**config.mk**
```make
export PLATFORM = sky130hd
export DESIGN_NAME = fll_emul_clk_gen
export DESIGN_NICKNAME = d
export VERILOG_FILES = /design/src/rtl/fll_emul_clk_gen.sv
export SDC_FILE = /design/constraint.sdc
export NUM_CORES = 1
export LEC_CHECK = 0
export CORE_AREA = 2 2 95 97
export CTS_BUF_LIST = sky130_fd_sc_hd__clkbuf_8
export CTS_CLUSTER_SIZE = 40
export DETAILED_ROUTE_END_ITERATION = 6
export DIE_AREA = 0 0 97 99
export PLACE_DENSITY = 0.67
export SETUP_SLACK_MARGIN = 0.15
export SLEW_MARGIN = 30
export SYNTH_ARGS = -nofsm -noshare
export SYNTH_HDL_FRONTEND = slang
export SYNTH_SLANG_ARGS = --single-unit
```
**constraint.sdc**
```tcl
create_clock -name ref_clk_i -period 6.5 [get_ports ref_clk_i]
set_input_delay 0.975 -clock ref_clk_i [delete_from_list [all_inputs] [get_ports ref_clk_i]]
set_output_delay 0.975 -clock ref_clk_i [all_outputs]
set_load 0.05 [all_outputs]
```
**src/rtl/fll_emul_clk_gen.sv**
```systemverilog
// fll_emul_clk_gen: FPGA stand-in for the silicon FLL.
// Derives SoC, peripheral and cluster clocks from ref_clk_i with 50% duty
// integer dividers, programmed over the FLL request/ack config bus.
// Optional feature: define CLK_GATE_EN to make CTRL[2:0] writable
// per-channel clock enables (otherwise they are fixed at 3'b111).

// One divider channel: counter, active divider, output flop and enable gate.
module fll_emul_clk_chan #(
  parameter int DIV_W   = 8,
  parameter int DIV_RST = 0
) (
  input  logic             clk,
  input  logic             rst,
  input  logic             test_mode,
  input  logic [DIV_W-1:0] div,
  input  logic             en,
  output logic             clk_o
);
  logic [DIV_W-1:0] cnt;
  logic [DIV_W-1:0] div_act;
  logic             clk_q;
  logic             en_q;

  // Toggle on terminal count; a new divider is adopted only on the falling
  // toggle so an in-flight phase is never shortened.
  always_ff @(posedge clk or posedge rst) begin
    if (rst) begin
      cnt     <= '0;
      clk_q   <= 1'b0;
      div_act <= DIV_W'(DIV_RST);
    end else if (cnt == div_act) begin
      cnt   <= '0;
      clk_q <= ~clk_q;
      if (clk_q) div_act <= div;
    end else begin
      cnt <= cnt + 1'b1;
    end
  end

  // Enable is sampled only while clk_q is low, so gating never chops a pulse.
  always_ff @(posedge clk or posedge rst) begin
    if (rst)         en_q <= 1'b1;
    else if (!clk_q) en_q <= en;
  end

  assign clk_o = test_mode ? clk : (clk_q & en_q);
endmodule

module fll_emul_clk_gen #(
  parameter int DIV_W       = 8,
  parameter int SOC_DIV_RST = 0,
  parameter int PER_DIV_RST = 1,
  parameter int CLU_DIV_RST = 0
) (
  input  logic        ref_clk_i,
  input  logic        rst_glob_i,
  input  logic        test_mode_i,
  input  logic        shift_enable_i,
  input  logic        cfg_req_i,
  output logic        cfg_ack_o,
  input  logic [1:0]  cfg_add_i,
  input  logic [31:0] cfg_data_i,
  input  logic        cfg_wrn_i,
  output logic [31:0] cfg_r_data_o,
  output logic        soc_clk_o,
  output logic        per_clk_o,
  output logic        cluster_clk_o
);
  localparam int         NUM_CH = 3;
  localparam logic [7:0] ID     = 8'hA5;
  localparam int         CH_RST [NUM_CH] = '{SOC_DIV_RST, PER_DIV_RST, CLU_DIV_RST};

  typedef struct packed {
    logic        wrn;
    logic [1:0]  add;
    logic [31:0] data;
  } cfg_req_t;

  cfg_req_t                       req;
  logic                           ack_q;
  logic                           wr_en;
  logic [NUM_CH-1:0][DIV_W-1:0]   div_q;
  logic [NUM_CH-1:0]              ctrl_en;
  logic [NUM_CH-1:0]              gen_clk;
  logic [31:0]                    rdata;
  logic                           unused_data;

  assign req         = '{wrn: cfg_wrn_i, add: cfg_add_i, data: cfg_data_i};
  assign unused_data = ^req.data;

  // Ack one cycle after a sampled request; a held request re-arms every other cycle.
  always_ff @(posedge ref_clk_i or posedge rst_glob_i) begin
    if (rst_glob_i) ack_q <= 1'b0;
    else            ack_q <= cfg_req_i & ~ack_q;
  end

  // Writes commit at the end of the ack cycle unless scan shifting is active.
  assign wr_en = ack_q & ~req.wrn & ~shift_enable_i;

  // Pending divider registers.
  always_ff @(posedge ref_clk_i or posedge rst_glob_i) begin
    if (rst_glob_i) begin
      for (int i = 0; i < NUM_CH; i++) div_q[i] <= DIV_W'(CH_RST[i]);
    end else if (wr_en) begin
      case (req.add)
        2'd0:    div_q[0] <= req.data[DIV_W-1:0];
        2'd1:    div_q[1] <= req.data[DIV_W-1:0];
        2'd2:    div_q[2] <= req.data[DIV_W-1:0];
        default: ;
      endcase
    end
  end

`ifdef CLK_GATE_EN
  // Writable channel enables in CTRL[2:0].
  always_ff @(posedge ref_clk_i or posedge rst_glob_i) begin
    if (rst_glob_i)                   ctrl_en <= '1;
    else if (wr_en && req.add == 2'd3) ctrl_en <= req.data[NUM_CH-1:0];
  end
`else
  assign ctrl_en = '1;
`endif

  // Read mux; unused bits read as zero.
  always_comb begin
    rdata = '0;
    case (req.add)
      2'd0:    rdata[DIV_W-1:0] = div_q[0];
      2'd1:    rdata[DIV_W-1:0] = div_q[1];
      2'd2:    rdata[DIV_W-1:0] = div_q[2];
      default: rdata = {ID, {(24-NUM_CH){1'b0}}, ctrl_en};
    endcase
  end

  assign cfg_ack_o    = ack_q;
  assign cfg_r_data_o = ack_q ? rdata : '0;

  for (genvar g = 0; g < NUM_CH; g++) begin : g_ch
    fll_emul_clk_chan #(.DIV_W(DIV_W), .DIV_RST(CH_RST[g])) u_chan (
      .clk       (ref_clk_i),
      .rst       (rst_glob_i),
      .test_mode (test_mode_i),
      .div       (div_q[g]),
      .en        (ctrl_en[g]),
      .clk_o     (gen_clk[g])
    );
  end

  assign soc_clk_o     = gen_clk[0];
  assign per_clk_o     = gen_clk[1];
  assign cluster_clk_o = gen_clk[2];
endmodule

```
## Word level (Yosys, flattened, before mapping)

Index checks and enable logic that the tools add are counted.

- Multiplexer cells: 9
- Equality and inequality tests: 5
- Bitwise operators: 9
- Add/sub/neg operators: 3
- Reduce and logical (&&, ||, !) cells: 8

Operator list:

| operator | number |
|---|---|
| two-way mux 32 bit | 1 |
| adder 8 x 1 -> 8 bit, second input constant | 3 |
| equality test 8 bit | 3 |
| two-way mux 24 bit | 1 |
| two-way mux 8 bit | 3 |
| case mux 8 bit (3 select lines) | 1 |
| AND reduction 2 bit | 6 |
| NOT 1 bit | 6 |
| AND 1 bit | 3 |
| two-way mux 1 bit | 3 |
| OR reduction 3 bit | 1 |
| equality test 2 x 1 -> 1 bit, second input constant | 1 |
| equality test 2 bit, second input constant | 1 |
| zero test 2 bit | 1 |

- Output and inout port bits: 36
- Logic and storage cells: 47
- Input port bits: 40
- Register bits after elaboration: 76

## Logic depth before layout (Yosys ltp)

Gate-level depths: netlist of the first run.

- Word-level depth: 4
- Depth in mapped cells: 5

## Cells and area by module

From an unflattened synthesis of the first run, not the netlist that was laid out.

- Cells, all modules: 313
- Area, all modules: 3940.0 sq um

Modules (own cells, without submodules):

| module | cells each | area each (sq um) | instances |
|---|---|---|---|
| fll_emul_clk_chan (g_ch[0].u_chan ...) | 67 | 827.0 | 2 |
| fll_emul_clk_gen | 112 | 1457.6 | 1 |
| fll_emul_clk_chan (g_ch[1].u_chan) | 67 | 828.3 | 1 |

==> results of run 1 <==
## per-stage QoR
stage,hold slack [ps],utilization (%),cells,cell area (um2)
after floorplan,464,-,318,3730
after global placement,489,46.6,429,3980
after detailed placement,488,46.6,429,3980
after CTS,500,51.1,456,4370
after global routing,534,51.1,456,4370
final,496,51.1,456,4370
## sequential cells by signal, summed over array words and instances (netlist names)
signal and cells:
g_ch.u_chan.div_act 24, div_q 24, g_ch.u_chan.clk_q 3, cfg_ack_o 1
g_ch.u_chan.cnt 24
## placed cells by master (no fill, tap or decap)
cell | netlist | final
ha_1 | 3 | 3
and2_2 | 1 | 1
clkinv_2 | 0 | 2
xor2_1 | 36 | 36
o221a_2 | 3 | 3
nor2_1 | 22 | 22
inv_2 | 0 | 1
nand2b_1 | 1 | 1
nor4_1 | 4 | 4
clkbuf_8 | 0 | 20
nand4b_1 | 1 | 1
xnor2_1 | 9 | 9
mux2_2 | 51 | 51
buf_6 | 0 | 1
conb_1 | 1 | 20
dfstp_2 | 2 | 2
and2_1 | 7 | 7
clkdlybuf4s50_1 | 0 | 31
mux2i_1 | 5 | 5
nor3_2 | 1 | 1
nand3_1 | 13 | 13
nand2_1 | 7 | 7
nor2b_1 | 5 | 5
inv_1 | 4 | 5
o21ai_0 | 8 | 8
nor4_2 | 2 | 2
bufinv_16 | 0 | 3
nand3_2 | 3 | 3
dfrtp_1 | 74 | 74
and3_1 | 7 | 7
## cells by family after synthesis
group	count (synthesis)	share of synthesized area [%]
flops	76	52.1
simple gates	74	11.1
mux	56	17.1
xor+xnor	45	10.8
buf+inv	33	5.88
compound gates	11	2.02
fa+ha+maj	3	1.03
other cells	1	0.103
## area by class of cell
type / instances / area share, %
clock inverter: 7 / 2.46
clock buffer: 23 / 6.99
inverter: 4 / 0.344
timing repair buffer: 29 / 6.67
multi-input combinational: 209 / 36.9
tap: 108 / 3.09
sequential: 76 / 43.6
## per-layer routing
metal | share of wire [%] | GRT usage (%) | vias to the layer above
li1 | - | - | 1066
met1 | 46 | 19.7 | 1093
met2 | 48 | 23.6 | 58
met3 | 3.0 | 3.19 | 19
met4 | 2.7 | 12.7 | 0
met5 | 0 | 0 | -
## critical path: stages
cell	delay, ps
clkbuf_8	110
clkbuf_8	120
clkbuf_8	120
clkbuf_8	120
clkbuf_8	120
clkbuf_8	120
nand2_1	60
clkbuf_8	130
clkbuf_8	110
o21ai_0	70
clkdlybuf4s50_1	710
## where the power goes
group / leakage, nW / switching (mW) / total (mW) / internal, mW
combinational: 0.908 / 0.227 / 0.454 / 0.228
clock: 0.226 / 0.247 / 0.644 / 0.397
sequential: 0.968 / 0.142 / 0.764 / 0.622
total: 2.10 / 0.616 / 1.86 / 1.25
## path summary, 6_finish.rpt
check | start | endpoint | slack (ps) | depth (start not counted)
hold / removal | g_ch[0].u_chan.cnt[0] | g_ch[0].u_chan.cnt[0] | 500 | 1
max in group asynchronous | rst_glob_i | g_ch[2].u_chan.div_act[7] | 4990 | 3
setup reg to reg | g_ch[0].u_chan.cnt[4] | g_ch[0].u_chan.div_act[4] | 4720 | 4
min in group asynchronous | rst_glob_i | g_ch[2].u_chan.cnt[7] | 1010 | 3
hold reg to reg | g_ch[0].u_chan.cnt[0] | g_ch[0].u_chan.cnt[0] | 500 | 1
setup / recovery | ref_clk_i | cluster_clk_o | 490 | 11
==> qor.yml, run 1 <==
cts.clk_slew.worst_paths_ps: 80
dp_slack_ps: 1460
routed_wl_um: 6720
yosys-top-cells-count: "dfrtp_1, mux2_2, xor2_1, buf_4, nor2_1"
synth_largest_area_cell: "dfrtp_1"
cp.arrival_ps: 5040
p_leak_nw: 2.10
clock_skew_ps: 12.8
total_power_mw: 1.86
netlist_instances: 299
crit_path_max_fanout: 2
final.setup.tns_ps: 0
power.density_nw_per_um2: 426
hold_violations: 0
synth.area.top_cells: "dfrtp_1, mux2_2, xor2_1, buf_4, nor2_1"
ys.flop_type: "dfrtp_1"
dr.pass1.iters: 4
cts-hold-fix-buffers: 0
ys_seq_elements: 76
area_delta_synth_final_pct: 19.4
io_pins: 76
yosysWarningCount: 0
routedWlPerCell_um: 14.7
min_path_type: "flip-flop to flip-flop"
syn_area_per_cell_um2: 12.2
port_buffers: 31
grt_max_degree: 77
final_nets: 385
regArea_um2: 1900
diodes: 0
synth.most_common_cell: "dfrtp_1"
rsz0062_at_grt: "no"
drc: 0
worstMarginPinSlew_ps: 678
track_usage_pct: 15.7
crit_required_ps: 5520
insertion_delay_ps: 450
core_area_um2: 8550
die_area_um2: 9600
gp_congestion: 0.771
vias_per_cell: 4.90
grt_pass1_vias: 2358
final.setup.worst_slack_ps: 487
drive_gt1_share_pct: 25.9
post-synth-top-area-fraction_pct: 50.6
synth_seq_area_share_pct: 52.1
antenna_found_initial: 0
status: "complete, no violations"
start_util_pct: 42.8
cts_setup_buffers: 0
setup_viol: 0
critPathKind: "clock port to primary output"
grt_overflow: 0
start_kind: "clock port"
endpoint_kind: "primary output"
synth_cell_type_count: 27
synthArstFlopShare_pct: 100
cts_tree: "built"
syn_area_um2: 3660
maxCapViolations: 0
ctsResizeCount: 0
die_w_um: 97
row_count: 34
nFillCells: 752
ir_drop_v: 0.000167
ant_nets: 0
grt_pass1_wl_um: 11500
dr.first_iter.drc_count: 100
dp_hpwl_um: 4690
synth_edf_count: 0
slew_violations: 0
die_h_um: 99
via_count: 2236
multi_input_area_um2: 1610
relSlewSlack_pct: 54.5
(Power assumes the default switching activity.)
==> run 2: changes to the inputs <==
--- a/config.mk
+++ b/config.mk
@@ -5,11 +5,11 @@
 export SDC_FILE = /design/constraint.sdc
 export NUM_CORES = 1
 export LEC_CHECK = 0
-export CORE_AREA = 2 2 95 97
+export CORE_AREA = 2 2 72 126
 export CTS_BUF_LIST = sky130_fd_sc_hd__clkbuf_8
 export CTS_CLUSTER_SIZE = 40
 export DETAILED_ROUTE_END_ITERATION = 6
-export DIE_AREA = 0 0 97 99
+export DIE_AREA = 0 0 74 128
 export PLACE_DENSITY = 0.67
 export SETUP_SLACK_MARGIN = 0.15
 export SLEW_MARGIN = 30
==> run 2 against run 1 <==
First-iteration DRC count fell by 35%. Worst setup slack got worse by 11 ps. Die area fell by 1.4%. Clock power fell by 13%.
==> qor.yml, run 2 (same netlist as run 1, synthesis figures left out) <==
relSlewSlack_pct: 53.3
die_area_um2: 9470
row_count: 45
grt_max_degree: 77
dr.pass1.iters: 4
start_util_pct: 43.0
grt_pass1_wl_um: 11800
placed_cell_area_um2: 3990
routedWlPerCell_um: 15.5
drive_gt1_share_pct: 25.6
port_buffers: 31
min_path_type: "flip-flop to flip-flop"
endpoint_kind: "primary output"
status: "complete, no violations"
multi_input_area_um2: 1610
crit_path_max_fanout: 2
clock_skew_ps: 8.00
dp_hpwl_um: 5160
cts_setup_buffers: 0
via_count: 2282
maxCapViolations: 0
ant_nets: 0
grt_pass1_vias: 2485
gp_congestion: 0.792
hold_violations: 0
track_usage_pct: 17.9
setup_viol: 0
layout_commonest_cell: "dfrtp_1"
diodes: 0
ctsResizeCount: 0
dr.first_iter.drc_count: 65
rsz0062_at_grt: "no"
cp.arrival_ps: 5050
cts.clk_slew.worst_paths_ps: 70
p_leak_nw: 2.08
regArea_um2: 1900
grt_overflow: 0
slew_violations: 0
fin_area_um2: 4330
io_pins: 76
vias_per_cell: 4.92
insertion_delay_ps: 460
ir_drop_v: 0.000190
final_cell_mix: "dfrtp_1, mux2_2, xor2_1"
power.density_nw_per_um2: 412
critPathKind: "clock port to primary output"
area_delta_synth_final_pct: 18.3
drc: 0
cts-hold-fix-buffers: 0
final.setup.tns_ps: 0
core_area_um2: 8500
start_kind: "clock port"
routed_wl_um: 7210
cts_tree: "built"
crit_required_ps: 5520
worstMarginPinSlew_ps: 698
antenna_found_initial: 0
die_h_um: 128
nFillCells: 770
die_w_um: 74
final_nets: 385
reg.largest.list: "div_q x24, g_ch.u_chan.cnt x24, g_ch.u_chan.div_act x24"
run 2: report_power, final:
part,total [mW],switching [mW],internal [mW]
logic,0.461,0.233,0.228
clock network,0.559,0.248,0.311
registers,0.764,0.141,0.622
total,1.78,0.623,1.16
run 2: layer usage:
metal  wire [um]  global-route usage, %  vias up  part of all wire [%]
met3         322                   6.76       31                   4.5
met5           0                      0        -                     0
met4         379                   16.0        0                   5.3
met2        3840                   28.8       63                    53
met1        2670                   17.1     1128                    37
li1            -                      -     1060                     -
run 2: final cells by class:
type / instances / area share [%]
clock buffer: 26 / 8.01
clock inverter: 3 / 0.289
inverter: 4 / 0.347
multi-input combinational: 209 / 37.2
sequential: 76 / 44.0
tap: 117 / 3.38
timing repair buffer: 29 / 6.74
run 2: metrics by stage:
stage	power, mW	utilization [%]	setup slack [ps]	instances	hold WS, ps
floorplan	1.17	-	1710	318	464
global placement	1.29	47.0	1460	438	490
detailed placement	1.31	47.0	1460	438	503
CTS	1.81	50.8	437	464	512
global route	1.89	50.9	422	464	535
finish	1.78	50.9	476	464	509
run 2: critical path: stages:
cell             delay [ps]
clkbuf_8                120
clkbuf_8                120
clkbuf_8                120
clkbuf_8                120
clkbuf_8                120
clkbuf_8                120
nand2_1                  60
clkbuf_8                130
clkbuf_8                110
o21ai_0                  70
clkdlybuf4s50_1         700
run 2: final timing paths:
check | from | endpoint | slack, ps | cells after the start
setup / recovery | ref_clk_i | soc_clk_o | 480 | 11
hold / removal | g_ch[2].u_chan.cnt[0] | g_ch[2].u_chan.cnt[0] | 510 | 1
setup reg to reg | g_ch[0].u_chan.cnt[5] | g_ch[0].u_chan.div_act[7] | 4650 | 4
hold reg to reg | g_ch[2].u_chan.cnt[0] | g_ch[2].u_chan.cnt[0] | 510 | 1
max in group asynchronous | rst_glob_i | div_q[10] | 5020 | 3
min in group asynchronous | rst_glob_i | cfg_ack_o | 1010 | 3
==> run 3: changes to the inputs <==
--- a/config.mk
+++ b/config.mk
@@ -5,12 +5,12 @@
 export SDC_FILE = /design/constraint.sdc
 export NUM_CORES = 1
 export LEC_CHECK = 0
-export CORE_AREA = 2 2 72 126
+export CORE_AREA = 2 2 68 119
 export CTS_BUF_LIST = sky130_fd_sc_hd__clkbuf_8
 export CTS_CLUSTER_SIZE = 40
 export DETAILED_ROUTE_END_ITERATION = 6
-export DIE_AREA = 0 0 74 128
-export PLACE_DENSITY = 0.67
+export DIE_AREA = 0 0 70 121
+export PLACE_DENSITY = 0.74
 export SETUP_SLACK_MARGIN = 0.15
 export SLEW_MARGIN = 30
 export SYNTH_ARGS = -nofsm -noshare
==> constraint.sdc (replaced) <==
create_clock -name ref_clk_i -period 6.5 [get_ports ref_clk_i]
set_input_delay 0.975 -clock ref_clk_i [delete_from_list [all_inputs] [get_ports ref_clk_i]]
set_output_delay 0.975 -clock ref_clk_i [all_outputs]
set_load 0.01 [all_outputs]
==> run 3 against run 2 <==
Combinational power fell by 9.3%. First-iteration DRC count rose by 52%. Sequential share of layout area rose by 0.24 points. Clock skew barely moved. Design area fell by 0.55%. Sequential power barely moved. Critical path depth did not move. Highest routed layer unchanged.
==> qor.yml, run 3 (same netlist as run 1, synthesis figures left out) <==
placed_cell_area_um2: 3960
total_power_mw: 1.70
die_h_um: 121
p_comb_share_pct: 24.6
switchingPower_mw: 0.531
port_buffers: 31
layout_commonest_cell: "dfrtp_1"
row_count: 42
final_nets: 385
ctsResizeCount: 0
slew_violations: 0
rsz0062_at_grt: "no"
start_kind: "clock port"
die_area_um2: 8470
start_util_pct: 49.0
final_cell_mix: "dfrtp_1, mux2_2, xor2_1"
dp_hpwl_um: 4980
hold_ws_ps: 510
gp_congestion: 0.800
worst-r2r-cell-count: 4
dp_cells: 409
routedWlPerCell_um: 15.7
setup_viol: 0
grt_overflow: 0
status: "complete, no violations"
endpoint_kind: "primary output"
insertion_delay_ps: 460
drc: 0
die_w_um: 70
p_leak_nw: 2.09
diodes: 0
maxCapViolations: 0
power.internal_mw: 1.17
critPathKind: "clock port to primary output"
io_pins: 76
area_delta_synth_final_pct: 17.6
cts-hold-fix-buffers: 0
reg.largest.list: "div_q x24, g_ch.u_chan.cnt x24, g_ch.u_chan.div_act x24"
clock_skew_ps: 7.73
p_clk_share_pct: 30.7
cp.arrival_ps: 4810
drive_gt1_share_pct: 25.6
crit_required_ps: 5520
final.setup.tns_ps: 0
ant_nets: 0
hold_violations: 0
routed_wl_um: 6830
dr.first_iter.drc_count: 99
fin_area_um2: 4300
netSwitchingFraction_pct: 31.2
min_path_type: "flip-flop to flip-flop"
fin_util_pct: 57.7
track_usage_pct: 18.4
crit_path_max_fanout: 2
instances_no_fill: 436
dp_slack_ps: 1680
grt_pass1_vias: 2541
cts_setup_buffers: 0
worstMarginPinSlew_ps: 678
relSlewSlack_pct: 54.8
whs_path_depth: 1
dr.pass1.iters: 4
antenna_found_initial: 0
via_count: 2238
grt_pass1_wl_um: 11600
power.density_nw_per_um2: 396
vias_per_cell: 5.13
core_area_um2: 7460
ir_drop_v: 0.000195
cts.clk_slew.worst_paths_ps: 70
seq_power_share_pct: 44.8
cts_tree: "built"
grt_max_degree: 77
final.setup.worst_slack_ps: 711
-- run 3: cell types whose count changed in the layout (fill, tap and decap cells not counted) --
cell,delta
clkbuf_8,+1
clkinv_2,-1
inv_1,+1
-- run 3: area by class of cell --
type	instances	area (um2)
tap	88	110
timing repair buffer	29	292
sequential	76	1900
multi-input combinational	209	1610
clock inverter	3	11.3
fill	631	3160
inverter	4	15.0
clock buffer	27	360
-- run 3: metal layers --
layer,track usage (%),wire (um),vias up
li1,-,-,1053
met1,18.4,2580,1118
met2,31.7,3860,55
met3,6.73,245,12
met4,11.8,146,0
met5,0,0,-
-- run 3: final timing paths --
check                      slack (ps)                         to             startpoint
max in group asynchronous        5020  g_ch[1].u_chan.div_act[5]             rst_glob_i
max                               710                  per_clk_o              ref_clk_i
min reg2reg                       510      g_ch[0].u_chan.cnt[0]  g_ch[0].u_chan.cnt[0]
min                               510      g_ch[0].u_chan.cnt[0]  g_ch[0].u_chan.cnt[0]
max reg2reg                      4660  g_ch[2].u_chan.div_act[1]  g_ch[2].u_chan.cnt[2]
min in group asynchronous        1020  g_ch[0].u_chan.div_act[7]             rst_glob_i
-- run 3: power groups by stage --
stage	Clock (mW)	Combinational, mW	Sequential (mW)
global route	0.566	0.474	0.784
detailed placement	0.0348	0.425	0.771
global placement	0.0348	0.408	0.765
finish	0.522	0.418	0.763
CTS	0.543	0.427	0.764
floorplan	0.0136	0.359	0.727
-- run 3: critical path, cell delays in order --
cell,delay (ps)
clkbuf_8,110
clkbuf_8,120
clkbuf_8,120
clkbuf_8,120
clkbuf_8,120
clkbuf_8,120
nand2_1,60
clkbuf_8,130
clkbuf_8,110
o21ai_0,70
clkdlybuf4s50_1,480
